[config.mk]
export PLATFORM = sky130hd
export DESIGN_NAME = led_display_arbiter
export DESIGN_NICKNAME = d
export VERILOG_FILES = /design/src/rtl/led_display_arbiter.sv
export SDC_FILE = /design/constraint.sdc
export NUM_CORES = 1
export LEC_CHECK = 0
export CORE_AREA = 2 2 89 74
export DETAILED_ROUTE_END_ITERATION = 6
export DIE_AREA = 0 0 91 76
export PLACE_DENSITY = 0.83
export SYNTH_ARGS = -nofsm -noshare
export SYNTH_HDL_FRONTEND = slang
export SYNTH_SLANG_ARGS = --single-unit
[constraint.sdc]
create_clock -name i_CLK -period 6 [get_ports i_CLK]
set_input_delay 0.9 -clock i_CLK [delete_from_list [all_inputs] [get_ports i_CLK]]
set_output_delay 0.9 -clock i_CLK [all_outputs]
set_load 0.01 [all_outputs]
[src/rtl/led_display_arbiter.sv]
// Round-robin arbiter sharing one serial LED driver between N_REQ requesters.
// Captures the winner's word, strobes the driver, then waits for its latch pulse or a timeout.
module led_display_arbiter #(
  parameter int N_REQ    = 4,
  parameter int DATA_W   = 16,
  parameter int TIMEOUT  = 1023,
  parameter int HOLD_CYC = 8
) (
  input  logic                    i_CLK,
  input  logic                    i_RESET,
  input  logic [N_REQ-1:0]        i_Req,
  input  logic [N_REQ*DATA_W-1:0] i_Data,
  output logic [N_REQ-1:0]        o_Grant,
  output logic [N_REQ-1:0]        o_Done,
  output logic                    o_TimeoutErr,
  output logic [DATA_W-1:0]       o_Data16,
  output logic                    o_Start,
  input  logic                    i_LEDLatch,
  output logic                    o_Busy
);

  // state      | meaning
  // IDLE       | waiting for any request; arbitrates on the edge a request is seen
  // START      | word captured, start strobe issued to the driver
  // WAIT_LATCH | waiting for a driver latch rising edge or timeout
  // HOLD       | latched word kept on display for HOLD_CYC cycles

  localparam int PTR_W     = (N_REQ > 2) ? $clog2(N_REQ) : 1;
  localparam int TMR_MAX   = (TIMEOUT > HOLD_CYC) ? TIMEOUT : HOLD_CYC;
  localparam int TMR_W     = $clog2(TMR_MAX + 1);
  localparam int HOLD_LAST = (HOLD_CYC > 0) ? HOLD_CYC - 1 : 0;

  typedef enum logic [1:0] {IDLE, START, WAIT_LATCH, HOLD} state_t;

  state_t             state_q, state_d;
  logic [PTR_W-1:0]   ptr_q, ptr_d;
  logic [PTR_W-1:0]   owner_q, owner_d;
  logic [TMR_W-1:0]   timer_q, timer_d;
  logic               latch_prev_q;
  logic [N_REQ-1:0]   grant_d, done_d;
  logic               tmo_d, start_d, busy_d;
  logic [DATA_W-1:0]  data_d;

  logic [DATA_W-1:0]  words [N_REQ];
  logic               win_found;
  logic [PTR_W-1:0]   win_idx;
  logic [PTR_W:0]     sum;
  logic               latch_rise;

  always_comb begin
    for (int i = 0; i < N_REQ; i++) begin
      words[i] = i_Data[i*DATA_W +: DATA_W];
    end
  end

  // Search upward from the RR pointer, wrapping modulo N_REQ.
  always_comb begin
    win_found = 1'b0;
    win_idx   = '0;
    sum       = '0;
    for (int i = 0; i < N_REQ; i++) begin
      sum = {1'b0, ptr_q} + (PTR_W+1)'(i);
      if (sum >= (PTR_W+1)'(N_REQ)) sum = sum - (PTR_W+1)'(N_REQ);
      if (!win_found && i_Req[sum[PTR_W-1:0]]) begin
        win_found = 1'b1;
        win_idx   = sum[PTR_W-1:0];
      end
    end
  end

  assign latch_rise = i_LEDLatch & ~latch_prev_q;

  always_comb begin
    state_d = state_q;
    ptr_d   = ptr_q;
    owner_d = owner_q;
    timer_d = timer_q;
    data_d  = o_Data16;
    grant_d = '0;
    done_d  = '0;
    tmo_d   = 1'b0;
    start_d = 1'b0;
    case (state_q)
      IDLE: begin
        if (win_found) begin
          data_d           = words[win_idx];
          owner_d          = win_idx;
          grant_d[win_idx] = 1'b1;
          ptr_d            = (win_idx == PTR_W'(N_REQ-1)) ? '0 : win_idx + 1'b1;
          state_d          = START;
        end
      end
      START: begin
        start_d = 1'b1;
        timer_d = '0;
        state_d = WAIT_LATCH;
      end
      WAIT_LATCH: begin
        // A latch edge on the final timeout cycle still counts as a completed frame.
        if (latch_rise) begin
          done_d[owner_q] = 1'b1;
          timer_d         = '0;
          state_d         = (HOLD_CYC > 0) ? HOLD : IDLE;
        end else if (timer_q == TMR_W'(TIMEOUT-1)) begin
          tmo_d   = 1'b1;
          state_d = IDLE;
        end else begin
          timer_d = timer_q + 1'b1;
        end
      end
      HOLD: begin
        if (timer_q >= TMR_W'(HOLD_LAST)) state_d = IDLE;
        else                              timer_d = timer_q + 1'b1;
      end
      default: state_d = IDLE;
    endcase
    busy_d = (state_d != IDLE);
  end

  always_ff @(posedge i_CLK or negedge i_RESET) begin
    if (!i_RESET) begin
      state_q      <= IDLE;
      ptr_q        <= '0;
      owner_q      <= '0;
      timer_q      <= '0;
      latch_prev_q <= 1'b0;
      o_Grant      <= '0;
      o_Done       <= '0;
      o_TimeoutErr <= 1'b0;
      o_Start      <= 1'b0;
      o_Busy       <= 1'b0;
      o_Data16     <= '0;
    end else begin
      state_q      <= state_d;
      ptr_q        <= ptr_d;
      owner_q      <= owner_d;
      timer_q      <= timer_d;
      latch_prev_q <= i_LEDLatch;
      o_Grant      <= grant_d;
      o_Done       <= done_d;
      o_TimeoutErr <= tmo_d;
      o_Start      <= start_d;
      o_Busy       <= busy_d;
      o_Data16     <= data_d;
    end
  end

endmodule

# Word level (Yosys, flattened, before mapping)
# Cells that the tools add are included.
[word_totals] ff_bits=44 latchBits=0 mem_bits_rw=0 mem_bits_ro=0 input_bits=71 n_memories=0
[op_classes] add_sub_neg=9 multipliers=0 div=0 n_lt_le_gt_ge=14 n_eq_ne=7 n_shift=0 n_mux=45 n_bitwise=3 reduce_logical=13
[ops] operator="$bmux W16 S2" count=1
[ops] operator="$mux W16" count=2
[ops] operator="$mux W10" count=3
[ops] operator="$pmux W10 S3" count=1
[ops] operator="$mux W2" count=13
[ops] operator="$lt A2 B3 Y1 const B" count=6
[ops] operator="$mux W4" count=4
[ops] operator="$mux W1" count=14
[ops] operator="$ge A3 B3 Y1 const B" count=4
[ops] operator="$add A10 B1 Y10 const B" count=1
[ops] operator="$eq A10 B10 Y1 const B" count=1
[ops] operator="$ge A10 B3 Y1 const B" count=1
[ops] operator="$bmux W1 S2" count=4
[ops] operator="$pmux W2 S4" count=1
[ops] operator="$sub A2 B1 Y2 const B" count=4
[ops] operator="$add A2 B2 Y3 const B" count=2
[ops] operator="$eq A2 B2 Y1 const B" count=3
[ops] operator="$logic_and A1 B1 Y1" count=5
[ops] operator="$demux W1 S2" count=2
[ops] operator="$ge A2 B1 Y1 const B" count=2
[ops] operator="$add A2 B1 Y3 const B" count=1
[ops] operator="$ge A2 B3 Y1 const B" count=1
[ops] operator="$logic_not A1 Y1" count=3
[ops] operator="$ne A3 B3 Y1 const B" count=1
[ops] operator="other kinds (11)" count=11

# Logic depth before layout (Yosys ltp)
# Gate-level depths: netlist of run 1.
[logic_depth] depth_word=20 depth_mapped=8

# Least setup slack after synthesis of run 1
# OpenSTA, ideal clock, no wires.
[synth_path] kind="input to register" start="input port i_Req[3]" end="register o_Data16[10]" setup_time_ps=126 arrival_ps=2169 t_required_ps=5874 setup_slack_ps=3705 cell_stages=7 path_buffers=1 path_cell_list="mux2i_1 > o2bb2ai_2 > nor2_2 > inv_2 > buf_6 > mux2_4 > a221o_1"
[synth_between] elab_chain_len=16
[synth_rtl] element="start, declared" line_no="11" text="input logic [N_REQ-1:0] i_Req,"
[synth_rtl] element="$bmux W1 S2" line_no="64" text="if (!win_found && i_Req[sum[PTR_W-1:0]]) begin"
[synth_rtl] element="$mux W1 (implied by the code)" line_no="64"
[synth_rtl] element="$mux W1" line_no="64"
[synth_rtl] element="$logic_not A1 Y1" line_no="64"
[synth_rtl] element="$logic_and A1 B1 Y1" line_no="64"
[synth_rtl] element="$mux W1" line_no="64"
[synth_rtl] element="$logic_not A1 Y1" line_no="64"
[synth_rtl] element="$logic_and A1 B1 Y1" line_no="64"
[synth_rtl] element="$mux W1" line_no="64"
[synth_rtl] element="$logic_not A1 Y1" line_no="64"
[synth_rtl] element="$logic_and A1 B1 Y1" line_no="64"
[synth_rtl] element="$mux W2 *" line_no="64"
[synth_rtl] element="net win_idx[0]" line_no="46" text="logic [PTR_W-1:0] win_idx;"
[synth_rtl] element="$not A2 Y3 (implied by the code) *" line_no="86" text="data_d = words[win_idx];"
[synth_rtl] element="$bmux W16 S2 *" line_no="86"
[synth_rtl] element="$mux W16 (implied by the code) * (2 in series)" line_no="86"
[synth_rtl] element="end signal, assigned" line_no="144" text="o_Data16 <= data_d;"
[synth_rtl] element="end, declared" line_no="16" text="output logic [DATA_W-1:0] o_Data16,"
# Mark *: on every way through the listed nets, which the timed path passes. The rest lies on a longest branch. The select of a mux whose other input is x is not followed.
# A chain may end at the register's enable or synchronous reset.

# Worst setup path in the final report of run 1
[layout_path] start="input port i_Req[2]" end="register o_Data16[15]"
# The elaborated chain is that of the path after synthesis.

==> key figures, run 1 <==
Status
  • Status: finished clean

Logic synthesis
  • EDFF count, synth: 0
  • Synth Area in Adders: 0.0305
  • Seq cells post-synth: 44
  • Synthesized net count: 327
  • Post-Syn Instances: 250
  • Syn Std Cell Area: 2460 sq um
  • Post-Syn Area per Cell: 9.84 sq um
  • Largest family of logic cells by synthesized area: compound AO/OA/AOI/OAI gates
  • Sequential fraction of the synthesis area: 0.448
  • Synth Area in XOR/XNOR: 0
  • Yosys warning total: 0
  • Synth Flop Type: dfrtp_1
  • Ys async rst share: 1.00
  • Post-synthesis compound-gate area fraction: 0.216
  • Simple-gate share of the synthesized area: 0.178
  • Post-synthesis cell type count: 39
  • Multiplexer share of the synthesized area: 0.0921

Die
  • Die Height: 76 um
  • Die X: 91 um
  • Io pins: 98
  • FP Rows: 26
  • Core Region: 6120 sq um
  • Die ar.: 6920 sq um
  • Initial Util: 0.402

Worst setup path
  • CP max FO: 22
  • Critical Path RT: 6190 ps
  • Worst Setup End Kind: register
  • CP Data Arrival Time: 3500 ps
  • CP Class: input pin to register
  • Critical Path Start Type: input pin

Cells and area
  • P&R area growth vs syn: 45.7%
  • # diodes: 0
  • Nets: 418
  • Layout cell share with drive strength beyond 1: 0.0789

Global routing
  • Vias in the first global route: 2313
  • Congestion Overflow GR: 0
  • Global Route Usage Sum: 0.199
  • First-pass GRT wire length: 11100 um
  • Largest net degree at the start of global routing: 45
  • Initial antenna violation count: 0

Drt
  • Final wirelength: 6760 um
  • 1st-pass router iterations: 4
  • Vias per cell: 5.55
  • DRC: 0
  • Routed Antenna Nets: 0
  • Vias: 2364
  • Drt wl/cell: 15.9 um
  • Initial DRC Count: 157

Timing
  • TNS Setup: 0 ps
  • Clock skew: 5.23 ps
  • Fin. Hold Viols: 0
  • Unrepaired setup endpoints after global routing: false
  • Max-slew headroom: 0.102
  • Final setup fails: 0
  • Tmin final: 3310 ps
  • Final Cycle Share: 0.552
  • Max Slew Vio Count: 0
  • Slew @ Worst Pin: 1340 ps
  • Fmax achieved: 302 MHz

Placement
  • HPWL Detailed: 5020 um
  • RD Place Congestion: 0.823
  • # port buffers: 97

Pwr
  • Leakage: 1.50 nW
  • Sequential power share: 0.355
  • PD cells: 379 nW/um^2
  • Psw: 0.510 mW
  • Clock share of power: 0.175
  • Final total power: 1.36 mW
  • Int Power: 0.847 mW
  • Switching share of power: 0.376
  • Comb pwr share: 0.470
  • Worst VDD drop: 179 uV

Clock network
  • CTS tree: done
  • Root Driver: clkbuf_8
  • Longest Clk Path Bufs: 2
  • CTS clock-pin slew for the worst setup and hold paths: 90 ps
  • Htree depth: 2
  • Clock latency on the worst-skew pair: 300 ps
  • Setup Fix Bufs, Post-CTS: 0
  • Number of clock sinks: 44
  • Post-CTS Resized: 0
  • Post-CTS Hold Fix Bufs: 0
  • TritonCTS Buffers: 5

Flow run
  • Max-cap violation count: 0

Worst hold path
  • Tightest Hold Check Type: register to register
worst paths after layout:
check                           slack [ps]  depth (start not counted)                   start                  endpoint
worst max register to register        3250                          6    ptr_q[1]$_DFFE_PN0P_  o_Data16[15]$_DFFE_PN0P_
min in group asynchronous              750                          1                 i_RESET    timer_q[5]$_DFFE_PN0P_
max in group asynchronous             4650                          1                 i_RESET  o_Data16[14]$_DFFE_PN0P_
worst min-delay path                   490                          1  owner_q[1]$_DFFE_PN0P_       o_Done[1]$_DFF_PN0_
worst min register to register         490                          1  owner_q[1]$_DFFE_PN0P_       o_Done[1]$_DFF_PN0_
worst max-delay path                  2690                          7                i_Req[2]  o_Data16[15]$_DFFE_PN0P_
placed cells by master (no fill, tap or decap), types with 3 or more instances in the layout:
cell type	instances
inv_1	4
and3_1	8
nor2_1	17
o21ai_0	24
mux2_4	11
a211oi_1	10
nor4_1	3
o31ai_1	5
clkdlybuf4s50_1	96
mux2i_1	5
nor2b_1	5
nand2b_1	6
ha_1	6
and2_1	4
a221o_1	12
nand3_1	17
a21oi_1	17
nand2_1	13
dfrtp_1	44
nor3_1	3
clkbuf_8	5
worst max-delay path, stage by stage:
cell	delay, ps
clkdlybuf4s50_1	530
nand2b_1	120
a21oi_1	650
nor2_2	120
inv_2	470
mux2_2	400
a221o_1	310
power by group through the flow:
stage	logic [mW]	clock network [mW]	registers, mW
floorplan	0.387	0	0.486
global placement	0.619	0	0.479
detailed placement	0.639	0	0.484
CTS	0.640	0.240	0.481
global route	0.704	0.252	0.498
finish	0.638	0.238	0.482
flip-flops by register name, summed over array words and instances, names as in the netlist:
signal        count
o_TimeoutErr      1
timer_q          10
state_q           2
owner_q           2
o_Busy            1
o_Done            4
o_Start           1
latch_prev_q      1
ptr_q             2
o_Data16         16
o_Grant           4
cells in the mapped netlist (3+ instances only):
cell type   n  area share
a211oi_1   10       0.031
a21oi_1    17       0.035
a221o_1    12       0.049
and2_1      4       0.010
and3_1      8       0.020
clkbuf_1   10       0.015
dfrtp_1    44        0.45
ha_1        6       0.031
inv_1       4      0.0061
mux2_4     11       0.067
mux2i_1     5       0.020
nand2_1    13       0.020
nand2b_1    6       0.015
nand3_1    17       0.035
nor2_1     17       0.026
nor2b_1     5       0.013
nor3_1      3      0.0061
nor4_1      3      0.0076
o21ai_0    24       0.049
o31ai_1     5       0.015
stage by stage:
stage                     hold slack (ps)  instances  setup WS (ps)  cell area, sq um   util
after detailed placement              479        418           2410              3470  0.567
after global placement                474        418           2520              3470  0.567
after CTS                             493        426           2730              3580  0.586
after global routing                  506        426           2550              3580  0.586
after floorplan                       448        250           3700              2460      -
final                                 491        426           2690              3580  0.586
area by class of cell:
class	count	area [sq um]
sequential	44	1100
timing repair buffer	98	973
clock buffer	5	68.8
multi-input combinational	187	1270
tap	84	105
inverter	5	18.8
clock inverter	3	46.3
fill	549	2530
kinds of logic (layout without fill, tap and decap cells):
family / after synthesis / after routing
multiplexers: 17 / 17
buffers and inverters: 19 / 111
flip-flops: 44 / 44
adder cells (fa/ha/maj): 6 / 6
AO/OA/AOI/OAI: 79 / 79
AND/OR/NAND/NOR: 85 / 85
routing by layer:
| metal | global-route usage | vias to the layer above | routed length, um |
|---|---|---|---|
| met1 | 0.249 | 1138 | 2730 |
| li1 | - | 1111 | - |
| met4 | 0.0561 | 0 | 78 |
| met2 | 0.340 | 106 | 3360 |
| met5 | 0 | - | 0 |
| met3 | 0.0534 | 9 | 589 |
No activity file was read; power rests on OpenSTA's default activity.
==> run 2, diff against run 1 <==
==> constraint.sdc (replaced) <==
create_clock -name i_CLK -period 3.3 [get_ports i_CLK]
set_input_delay 0.495 -clock i_CLK [delete_from_list [all_inputs] [get_ports i_CLK]]
set_output_delay 0.495 -clock i_CLK [all_outputs]
set_load 0.01 [all_outputs]
==> key figures, run 2 (same netlist as run 1, synthesis figures left out) <==
Status
  • Status: finished clean

Worst setup path
  • CP Data Arrival Time: 2790 ps
  • Worst R2R Path Depth: 6
  • Critical Path RT: 3480 ps
  • Worst Setup End Kind: register
  • Reg2reg start: ptr_q[1]$_DFFE_PN0P_
  • Setup slack, reg-to-reg: 890 ps
  • CP Class: input pin to register
  • CP max FO: 16
  • Critical Path Start Type: input pin
  • RR Endpoint: o_Data16[15]$_DFFE_PN0P_

Cells and area
  • Layout Cells excl Fill: 431
  • # diodes: 0
  • Nets: 423
  • Max FFs per register: 16
  • P&R area growth vs syn: 46.2%
  • Post-layout util: 0.588
  • Biggest register: o_Data16
  • Most common cell after layout, fill and taps aside: clkdlybuf4s50_1
  • Most frequent cells in the layout: 96 x clkdlybuf4s50_1, 44 x dfrtp_1, 24 x o21ai_0
  • Biggest registers after layout: o_Data16: 16 flops, timer_q: 10 flops
  • Layout cell share with drive strength beyond 1: 0.0922

Timing
  • Tmin final: 2610 ps
  • Fin. Hold Viols: 0
  • Unrepaired setup endpoints after global routing: false
  • Clock skew: 12.1 ps
  • Final setup fails: 0
  • Fmax achieved: 384 MHz
  • Slew @ Worst Pin: 1150 ps
  • TNS Setup: 0 ps
  • Final Cycle Share: 0.790
  • Max Slew Vio Count: 0
  • Max-slew headroom: 0.231

Global routing
  • Vias in the first global route: 2325
  • Congestion Overflow GR: 0
  • Largest net degree at the start of global routing: 45
  • First-pass GRT wire length: 10800 um
  • Global Route Usage Sum: 0.192
  • Initial antenna violation count: 0

Drt
  • Vias per cell: 5.45
  • Final wirelength: 6650 um
  • Initial DRC Count: 130
  • 1st-pass router iterations: 4
  • Routed Antenna Nets: 0
  • DRC: 0
  • Drt wl/cell: 15.4 um
  • Vias: 2351

Clock network
  • Root Driver: clkbuf_8
  • TritonCTS Buffers: 5
  • Htree depth: 2
  • Post-CTS Hold Fix Bufs: 0
  • Post-CTS Resized: 0
  • Clock latency on the worst-skew pair: 300 ps
  • CTS tree: done
  • Setup Fix Bufs, Post-CTS: 0
  • Longest Clk Path Bufs: 2
  • CTS clock-pin slew for the worst setup and hold paths: 90 ps
  • Number of clock sinks: 44

Die
  • Die Height: 76 um
  • Initial Util: 0.402
  • Io pins: 98
  • Die X: 91 um
  • FP Rows: 26
  • Die ar.: 6920 sq um
  • Core Region: 6120 sq um

Worst hold path
  • Tightest Hold Check Type: input pin to async pin

Pwr
  • Comb pwr share: 0.495
  • Worst VDD drop: 372 uV
  • PD cells: 671 nW/um^2
  • Psw: 0.926 mW
  • Switching share of power: 0.384
  • Leakage: 1.52 nW
  • Int Power: 1.49 mW
  • Sequential power share: 0.362
  • Clock share of power: 0.143

Placement
  • HPWL Detailed: 5080 um
  • Placed cells: 423
  • RD Place Congestion: 0.840
  • # port buffers: 97

Flow run
  • Max-cap violation count: 0
==> run 2: cell count changes in the layout (fill, tap and decap cells not counted), sizes merged <==
cell and change:
buf +5, clkinv +1, bufinv -1
==> run 2: power groups by stage <==
stage	Combinational [mW]	Clock [mW]	Sequential, mW
after detailed placement	1.20	0	0.876
after global routing	1.31	0.379	0.899
after global placement	1.16	0	0.872
after floorplan	0.704	0	0.883
after CTS	1.20	0.352	0.872
final	1.19	0.345	0.874
==> run 2: how the worst max path moves through the flow <==
stage | startpoint | end
after detailed placement | i_Req[2] | o_Data16[15]$_DFFE_PN0P_
after global routing | i_Req[3] | o_Data16[15]$_DFFE_PN0P_
after floorplan | i_Req[3] | o_Data16[10]$_DFFE_PN0P_
after global placement | i_Req[2] | o_Data16[15]$_DFFE_PN0P_
after CTS | i_Req[3] | o_Data16[15]$_DFFE_PN0P_
final | i_Req[2] | o_Data16[15]$_DFFE_PN0P_
==> run 2: layer usage <==
layer | GRT usage | vias to the layer above | routed length (um)
li1 | - | 1120 | -
met1 | 0.240 | 1122 | 2780
met2 | 0.330 | 103 | 3330
met3 | 0.0455 | 6 | 469
met4 | 0.0561 | 0 | 68
met5 | 0 | - | 0
==> run 2: critical path: stages <==
cell             delay [ps]
clkdlybuf4s50_1         500
nand2_1                  90
o2bb2ai_2               480
nor2_2                  130
inv_2                   380
mux2_2                  400
a221o_1                 310
==> run 2: final cells by class <==
cell class                 count  area, sq um
sequential                    44         1100
multi-input combinational    187         1270
tap                           84          105
clock buffer                   5         68.8
fill                         533         2520
clock inverter                 3         21.3
inverter                       5         18.8
timing repair buffer         103         1010
==> run 2: per-stage QoR <==
step	cell area (sq um)	total power [mW]	hold slack (ps)	worst slack, ps
final	3600	2.41	336	693
after global routing	3600	2.59	418	554
after floorplan	2460	1.59	199	1410
after global placement	3510	2.03	475	472
after detailed placement	3510	2.08	493	388
after CTS	3600	2.42	374	703
